<file path="src/rtl/regfile_wr_arbiter_if.sv">
// Write-port request/grant bundle between the MiniRISC requesters and the register file.
// The master side is the requesters plus the register file; the arbiter is the slave.
interface regfile_wr_arbiter_if;
  logic       ld_req;
  logic [3:0] ld_addr;
  logic [7:0] ld_data;
  logic       ld_gnt;

  logic       alu_req;
  logic [3:0] alu_addr;
  logic [7:0] alu_data;
  logic       alu_gnt;

  logic       sp_req;
  logic       sp_push;
  logic       sp_gnt;
  logic [7:0] sp_in;

  logic [3:0] rf_addr_x;
  logic [7:0] rf_wr_data_x;
  logic       rf_write_en;
  logic       sp_err;

  modport master (
    output ld_req, ld_addr, ld_data,
    output alu_req, alu_addr, alu_data,
    output sp_req, sp_push, sp_in,
    input  ld_gnt, alu_gnt, sp_gnt,
    input  rf_addr_x, rf_wr_data_x, rf_write_en, sp_err
  );

  modport slave (
    input  ld_req, ld_addr, ld_data,
    input  alu_req, alu_addr, alu_data,
    input  sp_req, sp_push, sp_in,
    output ld_gnt, alu_gnt, sp_gnt,
    output rf_addr_x, rf_wr_data_x, rf_write_en, sp_err
  );
endinterface

</file>
<file path="src/rtl/regfile_wr_arbiter.sv">
// Single-write-port arbiter and SP sequencer for the MiniRISC 16x8 register file.
// Define STACK_LIMIT_CHECK_EN to trap SP over/underflow instead of wrapping.
module regfile_wr_arbiter #(
  parameter logic [3:0]  SP_ADDR      = 4'hF,
  parameter int unsigned STARVE_LIMIT = 4
) (
  input logic                 clk,
  input logic                 rst_n,
  regfile_wr_arbiter_if.slave bus
);

  typedef enum logic [1:0] {
    SRC_NONE,
    SRC_LD,
    SRC_ALU,
    SRC_SP
  } src_e;

  localparam logic [3:0] LIMIT = 4'(STARVE_LIMIT);

  logic [3:0] ld_wait_q,  ld_wait_d;
  logic [3:0] alu_wait_q, alu_wait_d;
  logic [3:0] sp_wait_q,  sp_wait_d;
  logic [3:0] addr_q,     addr_d;
  logic [7:0] data_q,     data_d;
  logic       wen_q,      wen_d;

  logic       sp_hazard;
  logic       sp_ok;
  logic       ld_starved, alu_starved, sp_starved;
  logic [7:0] sp_next;
  src_e       sel;

  // A pending write to SP_ADDR means sp_in is stale until the file commits it.
  assign sp_hazard   = wen_q && (addr_q == SP_ADDR);
  assign sp_ok       = bus.sp_req && !sp_hazard;
  assign ld_starved  = ld_wait_q  >= LIMIT;
  assign alu_starved = alu_wait_q >= LIMIT;
  assign sp_starved  = sp_wait_q  >= LIMIT;
  assign sp_next     = bus.sp_push ? (bus.sp_in - 8'd1) : (bus.sp_in + 8'd1);

  always_comb begin
    sel = SRC_NONE;
    if (!rst_n) begin
      sel = SRC_NONE;
    end else if (sp_ok && sp_starved) begin
      sel = SRC_SP;
    end else if (bus.alu_req && alu_starved) begin
      sel = SRC_ALU;
    end else if (bus.ld_req && ld_starved) begin
      sel = SRC_LD;
    end else if (bus.ld_req) begin
      sel = SRC_LD;
    end else if (bus.alu_req) begin
      sel = SRC_ALU;
    end else if (sp_ok) begin
      sel = SRC_SP;
    end
  end

  assign bus.ld_gnt  = (sel == SRC_LD);
  assign bus.alu_gnt = (sel == SRC_ALU);
  assign bus.sp_gnt  = (sel == SRC_SP);

  function automatic logic [3:0] age(input logic req, input logic gnt, input logic [3:0] q);
    if (req && !gnt) begin
      return (q == 4'hF) ? q : q + 4'd1;
    end
    return '0;
  endfunction

  always_comb begin
    ld_wait_d  = age(bus.ld_req,  bus.ld_gnt,  ld_wait_q);
    alu_wait_d = age(bus.alu_req, bus.alu_gnt, alu_wait_q);
    sp_wait_d  = age(bus.sp_req,  bus.sp_gnt,  sp_wait_q);
  end

`ifdef STACK_LIMIT_CHECK_EN
  logic err_q, err_d;
  logic sp_at_limit;

  assign sp_at_limit = bus.sp_push ? (bus.sp_in == 8'h00) : (bus.sp_in == 8'hFF);
`endif

  always_comb begin
    addr_d = addr_q;
    data_d = data_q;
    wen_d  = 1'b0;
`ifdef STACK_LIMIT_CHECK_EN
    err_d  = 1'b0;
`endif
    case (sel)
      SRC_LD: begin
        addr_d = bus.ld_addr;
        data_d = bus.ld_data;
        wen_d  = 1'b1;
      end
      SRC_ALU: begin
        addr_d = bus.alu_addr;
        data_d = bus.alu_data;
        wen_d  = 1'b1;
      end
      SRC_SP: begin
`ifdef STACK_LIMIT_CHECK_EN
        // Limit hit: request is consumed but nothing is written, so no hazard follows.
        if (sp_at_limit) begin
          err_d = 1'b1;
        end else begin
          addr_d = SP_ADDR;
          data_d = sp_next;
          wen_d  = 1'b1;
        end
`else
        addr_d = SP_ADDR;
        data_d = sp_next;
        wen_d  = 1'b1;
`endif
      end
      default: ;
    endcase
  end

  always_ff @(posedge clk or negedge rst_n) begin
    if (!rst_n) begin
      ld_wait_q  <= '0;
      alu_wait_q <= '0;
      sp_wait_q  <= '0;
      addr_q     <= '0;
      data_q     <= '0;
      wen_q      <= 1'b0;
    end else begin
      ld_wait_q  <= ld_wait_d;
      alu_wait_q <= alu_wait_d;
      sp_wait_q  <= sp_wait_d;
      addr_q     <= addr_d;
      data_q     <= data_d;
      wen_q      <= wen_d;
    end
  end

`ifdef STACK_LIMIT_CHECK_EN
  always_ff @(posedge clk or negedge rst_n) begin
    if (!rst_n) begin
      err_q <= 1'b0;
    end else begin
      err_q <= err_d;
    end
  end

  assign bus.sp_err = err_q;
`else
  assign bus.sp_err = 1'b0;
`endif

  assign bus.rf_addr_x    = addr_q;
  assign bus.rf_wr_data_x = data_q;
  assign bus.rf_write_en  = wen_q;

endmodule

</file>
<file path="src/flat_wrapper.sv">
// flat-port wrapper written by rule: the top's interface ports become plain ports
module regfile_wr_arbiter_flat 
#(
  parameter logic [3:0]  SP_ADDR      = 4'hF,
  parameter int unsigned STARVE_LIMIT = 4
)
  (clk, rst_n, bus_ld_req, bus_ld_addr, bus_ld_data, bus_alu_req, bus_alu_addr, bus_alu_data, bus_sp_req, bus_sp_push, bus_sp_in, bus_ld_gnt, bus_alu_gnt, bus_sp_gnt, bus_rf_addr_x, bus_rf_wr_data_x, bus_rf_write_en, bus_sp_err);
  regfile_wr_arbiter_if bus_i ();
  input logic clk;
  input logic rst_n;
  input wire logic [$bits(bus_i.ld_req)-1:0] bus_ld_req;
  input wire logic [$bits(bus_i.ld_addr)-1:0] bus_ld_addr;
  input wire logic [$bits(bus_i.ld_data)-1:0] bus_ld_data;
  input wire logic [$bits(bus_i.alu_req)-1:0] bus_alu_req;
  input wire logic [$bits(bus_i.alu_addr)-1:0] bus_alu_addr;
  input wire logic [$bits(bus_i.alu_data)-1:0] bus_alu_data;
  input wire logic [$bits(bus_i.sp_req)-1:0] bus_sp_req;
  input wire logic [$bits(bus_i.sp_push)-1:0] bus_sp_push;
  input wire logic [$bits(bus_i.sp_in)-1:0] bus_sp_in;
  output wire logic [$bits(bus_i.ld_gnt)-1:0] bus_ld_gnt;
  output wire logic [$bits(bus_i.alu_gnt)-1:0] bus_alu_gnt;
  output wire logic [$bits(bus_i.sp_gnt)-1:0] bus_sp_gnt;
  output wire logic [$bits(bus_i.rf_addr_x)-1:0] bus_rf_addr_x;
  output wire logic [$bits(bus_i.rf_wr_data_x)-1:0] bus_rf_wr_data_x;
  output wire logic [$bits(bus_i.rf_write_en)-1:0] bus_rf_write_en;
  output wire logic [$bits(bus_i.sp_err)-1:0] bus_sp_err;
  assign bus_i.ld_req = bus_ld_req;
  assign bus_i.ld_addr = bus_ld_addr;
  assign bus_i.ld_data = bus_ld_data;
  assign bus_i.alu_req = bus_alu_req;
  assign bus_i.alu_addr = bus_alu_addr;
  assign bus_i.alu_data = bus_alu_data;
  assign bus_i.sp_req = bus_sp_req;
  assign bus_i.sp_push = bus_sp_push;
  assign bus_i.sp_in = bus_sp_in;
  assign bus_ld_gnt = bus_i.ld_gnt;
  assign bus_alu_gnt = bus_i.alu_gnt;
  assign bus_sp_gnt = bus_i.sp_gnt;
  assign bus_rf_addr_x = bus_i.rf_addr_x;
  assign bus_rf_wr_data_x = bus_i.rf_wr_data_x;
  assign bus_rf_write_en = bus_i.rf_write_en;
  assign bus_sp_err = bus_i.sp_err;
  regfile_wr_arbiter #(.SP_ADDR(SP_ADDR), .STARVE_LIMIT(STARVE_LIMIT)) u_core (.clk(clk), .rst_n(rst_n), .bus(bus_i));
endmodule
</file>
<file path="config.mk">
export PLATFORM = sky130hd
export DESIGN_NAME = regfile_wr_arbiter_flat
export DESIGN_NICKNAME = d
export VERILOG_FILES = /design/src/rtl/regfile_wr_arbiter_if.sv /design/src/rtl/regfile_wr_arbiter.sv /design/src/flat_wrapper.sv
export SDC_FILE = /design/constraint.sdc
export NUM_CORES = 1
export LEC_CHECK = 0
export ABC_AREA = 1
export CELL_PAD_IN_SITES_DETAIL_PLACEMENT = 1
export CELL_PAD_IN_SITES_GLOBAL_PLACEMENT = 1
export CORE_MARGIN = 3
export CORE_UTILIZATION = 35
export CTS_BUF_LIST = sky130_fd_sc_hd__clkbuf_4 sky130_fd_sc_hd__clkbuf_8
export CTS_CLUSTER_DIAMETER = 150
export DETAILED_ROUTE_END_ITERATION = 12
export PLACE_DENSITY = 0.87
export SLEW_MARGIN = 30
export SYNTH_ARGS = -nofsm -noshare
export SYNTH_HDL_FRONTEND = slang
export SYNTH_SLANG_ARGS = --single-unit
</file>
<file path="constraint.sdc">
create_clock -name clk -period 2.4 [get_ports clk]
set_input_delay 0.36 -clock clk [delete_from_list [all_inputs] [get_ports clk]]
set_output_delay 0.36 -clock clk [all_outputs]
set_load 0.1 [all_outputs]
</file>
Word-level counts from Yosys, hierarchy flattened --
Index checks and enable logic that the tools add are counted.
Word-level totals: word-level logic and storage cells 61, input port bits 38, flip-flop bits (word level) 25
Operators by class: equality and inequality tests 10, $lt $le $gt $ge 3, muxes and demuxes 23, add/subtract/negate cells 5, reductions and logical operators 14
Operators with widths (count):
- $mux 4 | 9
- $pmux 8 s3 | 1
- $eq 4x4->1 const B | 4
- $mux 2 | 7
- $add 4x1->4 const B | 3
- $ge 4x3->1 const B | 3
- $pmux 4 s3 | 1
- $ne 3x3->1 const B | 3
- $add 8x1->8 const B | 1
- $logic_and 1x1->1 | 8
- $mux 8 | 1
- $sub 8x1->8 const B | 1
- $eq 2x2->1 const B | 2
- $logic_not 1->1 | 4
- $mux 1 | 4
- $reduce_bool 3->1 | 1
- $reduce_or 3->1 | 1
- $eq 2x1->1 const B | 1

Logic depth before layout (Yosys ltp) --
Gate-level depths: netlist (run 1).
depth in word-level cells 16, gate-level depth with buffers 12, mapped depth without buffers 12

Least setup slack after synthesis (run 1) --
Ideal clock, no wire load.
path type flip-flop to output port, from register u_core.addr_q[2], in the netlist u_core.bus.rf_addr_x[2], to output port bus_ld_gnt, stages on the path, launching flop included 9, setup slack -677 ps, path buffers 1, data arrival time 2717 ps, cells stage by stage dfrtp_1 -> nand2_1 -> inv_1 -> nand2_1 -> nand3_2 -> nand2_2 -> nand2_4 -> buf_6 -> nor2_1
Between the ends: cells in the longest elaborated chain, start to end 12
RTL lines:
- from (decl) | RTL line regfile_wr_arbiter.sv:24 | logic [3:0] addr_q, addr_d;
- from (signal assigned) | RTL line regfile_wr_arbiter.sv:135 | addr_q <= addr_d;
- $eq 4x4->1 * | RTL line regfile_wr_arbiter.sv:35 | assign sp_hazard = wen_q && (addr_q == SP_ADDR);
- $logic_and 1x1->1 * | RTL line regfile_wr_arbiter.sv:35
- $logic_not 1->1 * | RTL line regfile_wr_arbiter.sv:36 | assign sp_ok = bus.sp_req && !sp_hazard;
- $logic_and 1x1->1 * | RTL line regfile_wr_arbiter.sv:36
- $mux 2 | RTL line regfile_wr_arbiter.sv:56 | end else if (sp_ok) begin
- $mux 2 | RTL line regfile_wr_arbiter.sv:54 | end else if (bus.alu_req) begin
- $mux 2 | RTL line regfile_wr_arbiter.sv:52 | end else if (bus.ld_req) begin
- $mux 2 | RTL line regfile_wr_arbiter.sv:50 | end else if (bus.ld_req && ld_starved) begin
- $mux 2 | RTL line regfile_wr_arbiter.sv:48 | end else if (bus.alu_req && alu_starved) begin
- $mux 2 * | RTL line regfile_wr_arbiter.sv:46 | end else if (sp_ok && sp_starved) begin
- $mux 2 * | RTL line regfile_wr_arbiter.sv:44 | if (!rst_n) begin
- $eq 2x1->1 * | RTL line regfile_wr_arbiter.sv:61 | assign bus.ld_gnt = (sel == SRC_LD);
- to (decl) | RTL line flat_wrapper.sv:20 | output wire logic [$bits(bus_i.ld_gnt)-1:0] bus_ld_gnt;
Mark *: on every way between the ends. The rest lies on a longest branch, timed or not.

Worst setup path after layout (run 1) --
from input port bus_alu_req, to output port bus_alu_gnt
Between the ends: cells in the longest elaborated chain, start to end 7
RTL lines:
- from (decl) | RTL line flat_wrapper.sv:14 | input wire logic [$bits(bus_i.alu_req)-1:0] bus_alu_req;
- $mux 2 | RTL line regfile_wr_arbiter.sv:54
- $mux 2 | RTL line regfile_wr_arbiter.sv:52
- $mux 2 | RTL line regfile_wr_arbiter.sv:50
- $mux 2 * | RTL line regfile_wr_arbiter.sv:48
- $mux 2 * | RTL line regfile_wr_arbiter.sv:46
- $mux 2 * | RTL line regfile_wr_arbiter.sv:44
- $eq 2x2->1 * | RTL line regfile_wr_arbiter.sv:62 | assign bus.alu_gnt = (sel == SRC_ALU);
- to (decl) | RTL line flat_wrapper.sv:21 | output wire logic [$bits(bus_i.alu_gnt)-1:0] bus_alu_gnt;
Marked as above.

==> results of run 1 <==
-- state kept, by name (all words and copies together) (netlist names) --
name                     cells
u_core.alu_wait_q            4
u_core.sp_wait_q             4
u_core.bus.rf_addr_x         4
u_core.bus.rf_write_en       1
u_core.bus.rf_wr_data_x      8
-- synth_stat cells, types with 2 or more instances --
master and n:
o21ai_1 8, ha_1 8, o21ai_2 2, xor2_1 4, nand2_1 60, xnor2_1 3, nand2_4 4, or2_0 3
nand3_2 2, nor2_1 24, buf_6 3, o21ai_0 2, nor3_1 2, nor2_4 2, nand4_1 4, inv_2 2
inv_1 25, dfrtp_1 21, a21oi_1 13, a21o_1 2, nand3_1 16, nand2_2 2
-- metrics by stage --
stage	area (um^2)	hold slack, ps	total power [mW]
3_5_place_dp	2190	503	1.23
4_1_cts	2240	520	1.48
5_1_grt	2240	538	1.54
3_3_place_gp	2190	482	1.22
6_report	2240	514	1.46
2_1_floorplan	1610	64.4	1.00
-- cell type report --
cell class,count,area share
sequential,21,0.235
tap,50,0.0279
clock inverter,1,0.00223
multi-input combinational,168,0.419
timing repair buffer,58,0.252
clock buffer,3,0.0184
inverter,27,0.0452
-- worst min-delay path: stages, from the launching register on --
cell     delay [ps]
dfrtp_1         340
nor2_1           50
nor2_1           90
-- power breakdown --
| group | switching (mW) | leakage, nW | internal [mW] |
|---|---|---|---|
| clock network | 0.123 | 0.0255 | 0.116 |
| logic | 0.555 | 0.846 | 0.220 |
| registers | 0.0395 | 0.257 | 0.405 |
| total | 0.717 | 1.13 | 0.741 |
-- logic make-up (layout without fill, tap and decap cells) --
| logic type | count (synthesis) | count (layout) | share of synthesized area |
|---|---|---|---|
| other cells | 1 | 1 | 0.00234 |
| xor+xnor | 7 | 7 | 0.0383 |
| buf+inv | 31 | 89 | 0.0891 |
| flops | 21 | 21 | 0.328 |
| fa+ha+maj | 9 | 9 | 0.0751 |
| compound gates | 28 | 28 | 0.0970 |
| simple gates | 123 | 123 | 0.370 |
-- metal layers --
metal | vias up | wire [um]
met2 | 29 | 2310
met1 | 744 | 2070
met3 | 5 | 188
met5 | - | 0
met4 | 0 | 38
li1 | 813 | -
-- how the worst max path moves through the flow --
| stage | end | slack, ps | cells past startpoint |
|---|---|---|---|
| final | bus_alu_gnt | 250 | 7 |
| after global routing | bus_alu_gnt | 190 | 7 |
| after CTS | bus_alu_gnt | 240 | 7 |
| after detailed placement | u_core.bus.rf_wr_data_x[7] | 110 | 12 |
| after global placement | u_core.bus.rf_wr_data_x[4] | 130 | 8 |
| after floorplan | bus_ld_gnt | 110 | 8 |
-- cell usage in the layout (no fill, tap or decap), drive strengths merged --
master         count
clkbuf             3
a21oi             13
dfrtp             21
xnor2              3
nor2              27
o21a               1
ha                 8
nand2             67
a21o               2
o21ai             12
nand3             18
or2                4
nand4              4
xor2               4
clkdlybuf4s50     37
nor3               3
inv               27
buf               21
fa                 1
clkinv             1
conb               1
==> out/results.txt, run 1 <==
Worst setup SP type -> input port
sequential fraction of the synthesis area -> 0.328
final setup violation count -> 0
Register Area -> 526 um^2
max_cap viols -> 0
gp weighted congestion -> 0.816
Max FO, Critical Path -> 14
M3 GR Usage -> 0.0356
core area -> 0.00420 mm^2
Setup WS post-layout -> 246 ps
clock skew -> 10.8 ps
met2 usage -> 0.329
Port Buffers -> 53
minimum clock period -> 2150 ps
Detailed Place HPWL -> 3890 um
Post-route DRC -> 0
Synth area leaders -> dfrtp_1 33%, nand2_1 14%, ha_1 6.3%
antenna violations before repair -> 0
clock transition at the registers of the reported paths -> 70 ps
Warnings, synthesis -> 0
fillers -> 540
CTS buffer count -> 3
end-of-flow core utilization -> 0.533
Reg2Reg Capture Point -> u_core.bus.rf_wr_data_x[7]
first-pass GRT wire length -> 7780 um
hold crit path type -> register to register
grt ovf -> 0
top cell type's share of synthesized area -> 0.328
final setup TNS -> 0 ps
row count -> 23
largest net degree at the start of global routing -> 20
final non-filler cell total -> 328
Worst Hold Path Cells -> 2
remaining antenna violation count -> 0
I/O pin count -> 55
final net count -> 326
initial core utilization -> 0.381
H-tree Lvls -> 1
period utilization -> 0.897
pre-CTS WS -> 111 ps
number of synthesized flops with an enable pin -> 0
WP buf/inv -> 3
Main synth FF type -> dfrtp_1
crit-path leading delay family -> buffers and inverters
RSZ-0062 raised after global routing -> no
syn_area_per_cell -> 7.27 um^2
leakage power -> 1.13 nW
Peak Freq -> 464 MHz
Hold EP -> u_core.bus.rf_wr_data_x[0]
drt pass-1 iters -> 4
post-synth top area cell -> dfrtp_1
slowest cell on the critical path -> clkdlybuf4s50_1
Layout area overhead -> 40.0%
average wire per cell in the routed design -> 14.0 um
Max rail drop VDD -> 0.000364 V
Post-Syn Nets -> 267
pwr dens -> 651 mW/mm^2
worst r2r path cells -> 9
worst r2r src -> u_core.sp_wait_q[3]
gr usage total -> 0.185
r2r setup slk -> 670 ps
FF+latch count, synth -> 21
synth unique cells -> 30
Root Buffer -> clkbuf_8
Clock Sinks -> 21
critical path arrival -> 1790 ps
synthesized cell area -> 0.00160 mm^2
CP Data Required Time -> 2040 ps
Vias -> 1591
FFs w/ async S/R, synth -> 1.00
Final Max Tran Viols -> 0
DIE HEIGHT -> 73.6 um
met1 GRT Util -> 0.230
Critical Path, Cell by Cell -> clkdlybuf4s50_1 -> inv_1 -> a21o_1 -> nand2_4 -> nand2_8 -> nor2_4 -> buf_12
ratio of cells with drive above 1 in the final layout -> 0.158
Bufs on Longest Clock Path -> 2
vias in the first global route -> 1707
post-cts resize count -> 0
initial DRC count -> 40
DR vias/cell -> 4.85
Die ar. -> 0.00542 mm^2
Hold Path Origin -> u_core.bus.rf_wr_data_x[0]
die boundary width -> 73.6 um
Gate Count Post-Synth -> 220
Post-CTS Hold Buffers -> 0
status -> finished, final reports clean
WS Path Type -> input port to primary output
Placed Instances -> 324
busiest grt layer -> met2
footprint of the multi-input gates -> 940 um^2
CTS tree -> yes
Crit. Startpoint -> bus_alu_req
DRT Wirelength -> 4610 um
number of diodes -> 0
Max stage delay on crit path -> 550 ps
Clk Latency, worst-skew pair -> 270 ps
Post-CTS Setup Bufs -> 0
CP Capture Type -> primary output
final hold vios -> 0
(Power assumes the default switching activity.)
==> run 2, diff against run 1 <==
--- a/config.mk
+++ b/config.mk
@@ -14,6 +14,7 @@
 export CTS_CLUSTER_DIAMETER = 150
 export DETAILED_ROUTE_END_ITERATION = 12
 export PLACE_DENSITY = 0.87
+export RECOVER_POWER = 25
 export SLEW_MARGIN = 30
 export SYNTH_ARGS = -nofsm -noshare
 export SYNTH_HDL_FRONTEND = slang
==> run 2 against run 1 <==
Compared with the run above: combinational power barely moved; design area fell by 0.34%; critical path depth fell by 2; fmax fell by 1.9%; via count barely moved; hold slack did not move; sequential cell count did not move; register-to-register slack barely moved; highest routed layer unchanged.
==> out/results.txt, run 2 (synthesis gave the netlist of run 1 again) <==
status -> finished, final reports clean
DRT Wirelength -> 4600 um
initial core utilization -> 0.381
Layout area overhead -> 39.6%
post-cts resize count -> 0
worst r2r src -> u_core.sp_wait_q[3]
H-tree Lvls -> 1
first-pass GRT wire length -> 7780 um
max_cap viols -> 0
Clock Sinks -> 21
die boundary width -> 73.6 um
final setup violation count -> 0
worst slew pin tran -> 1090 ps
CP Capture Type -> primary output
Crit. Startpoint -> rst_n
combinational power share -> 0.531
clock skew -> 10.8 ps
Post-route DRC -> 0
average wire per cell in the routed design -> 14.0 um
CTS buffer count -> 3
Internal -> 739 uW
final net count -> 326
Switching Fraction -> 0.492
Port Buffers -> 53
Final Cell Area -> 0.00223 mm^2
Max FO, Critical Path -> 14
hold crit path type -> register to register
Bufs on Longest Clock Path -> 2
DIE HEIGHT -> 73.6 um
WS Path Type -> input port to primary output
DR vias/cell -> 4.85
initial DRC count -> 40
Clk network pwr share -> 0.164
ratio of cells with drive above 1 in the final layout -> 0.151
drt pass-1 iters -> 4
number of diodes -> 0
Die ar. -> 0.00542 mm^2
Root Buffer -> clkbuf_8
row count -> 23
clock transition at the registers of the reported paths -> 70 ps
Worst setup SP type -> input port
CTS tree -> yes
share of power burned in registers -> 0.305
Max rail drop VDD -> 0.000364 V
core area -> 0.00420 mm^2
most frequent cells in the layout -> 60 x nand2_1, 36 x clkdlybuf4s50_1, 25 x inv_1
Post-CTS Setup Bufs -> 0
vias in the first global route -> 1707
leakage power -> 1.12 nW
most common cell after layout, fill and taps aside -> nand2_1
critical path arrival -> 1840 ps
Post-CTS Hold Buffers -> 0
final setup TNS -> 0 ps
grt ovf -> 0
gr usage total -> 0.185
minimum clock period -> 2200 ps
Final Max Tran Viols -> 0
Net Sw Power -> 717 uW
CP Data Required Time -> 2040 ps
largest net degree at the start of global routing -> 20
fillers -> 541
max reg flops -> 8
Detailed Place HPWL -> 3890 um
pwr dens -> 652 mW/mm^2
Hold Path Origin -> u_core.bus.rf_wr_data_x[0]
period utilization -> 0.915
RSZ-0062 raised after global routing -> no
antenna violations before repair -> 0
Clk Latency, worst-skew pair -> 270 ps
Rel. slew slack -> 0.271
final hold vios -> 0
placed cell area -> 0.00219 mm^2
gp weighted congestion -> 0.816
Peak Freq -> 455 MHz
remaining antenna violation count -> 0
I/O pin count -> 55
Vias -> 1590
==> run 2: path summary, 6_finish.rpt <==
kind,endpoint,slack [ps],depth (start not counted)
max in group asynchronous,u_core.bus.rf_addr_x[1],780,2
min in group asynchronous,u_core.bus.rf_wr_data_x[6],660,2
max reg2reg,u_core.bus.rf_wr_data_x[7],670,9
min reg2reg,u_core.bus.rf_wr_data_x[0],510,2
min,u_core.bus.rf_wr_data_x[0],510,2
max,bus_alu_gnt,200,5
==> run 2: critical path: stages <==
cell and delay (ps):
dlygate4sd3_1 640, clkbuf_1 340, nand2_8 150, nor2_4 160
buf_12 190
==> run 2: area by class of cell <==
| class | instances | area, um^2 | area share |
|---|---|---|---|
| inverter | 27 | 101 | 0.0454 |
| multi-input combinational | 168 | 940 | 0.421 |
| tap | 50 | 62.6 | 0.0280 |
| clock buffer | 3 | 41.3 | 0.0185 |
| sequential | 21 | 526 | 0.235 |
| timing repair buffer | 58 | 558 | 0.250 |
| clock inverter | 1 | 5.00 | 0.00224 |
==> run 2: power groups by stage <==
stage,clock (mW),combinational (mW),sequential [mW]
finish,0.239,0.773,0.445
global route,0.260,0.827,0.452
CTS,0.251,0.782,0.445
detailed placement,0,0.781,0.451
global placement,0,0.766,0.449
floorplan,0,0.248,0.756
==> run 2: metrics by stage <==
step	hold WS [ps]	util	total power, mW	worst slack (ps)	cells
6_report	514	0.532	1.46	204	328
3_3_place_gp	482	0.522	1.22	134	324
2_1_floorplan	64.4	-	1.00	111	220
4_1_cts	520	0.533	1.48	239	328
5_1_grt	538	0.532	1.54	103	328
3_5_place_dp	503	0.522	1.23	111	324
==> run 2: layer usage <==
metal / global-route usage / routed length (um) / vias to the layer above
met3: 0.0356 / 188 / 5
met1: 0.230 / 2070 / 743
met2: 0.329 / 2310 / 29
met4: 0.0362 / 38 / 0
met5: 0 / 0 / -
li1: - / - / 813
==> run 3, diff against run 2 <==
--- a/config.mk
+++ b/config.mk
@@ -6,6 +6,7 @@
 export NUM_CORES = 1
 export LEC_CHECK = 0
 export ABC_AREA = 1
+export ABC_CLOCK_PERIOD_IN_PS = 2400
 export CELL_PAD_IN_SITES_DETAIL_PLACEMENT = 1
 export CELL_PAD_IN_SITES_GLOBAL_PLACEMENT = 1
 export CORE_MARGIN = 3
==> results of run 3 <==
Same layout as run 2: the final DEF is identical, and so are final timing and power.
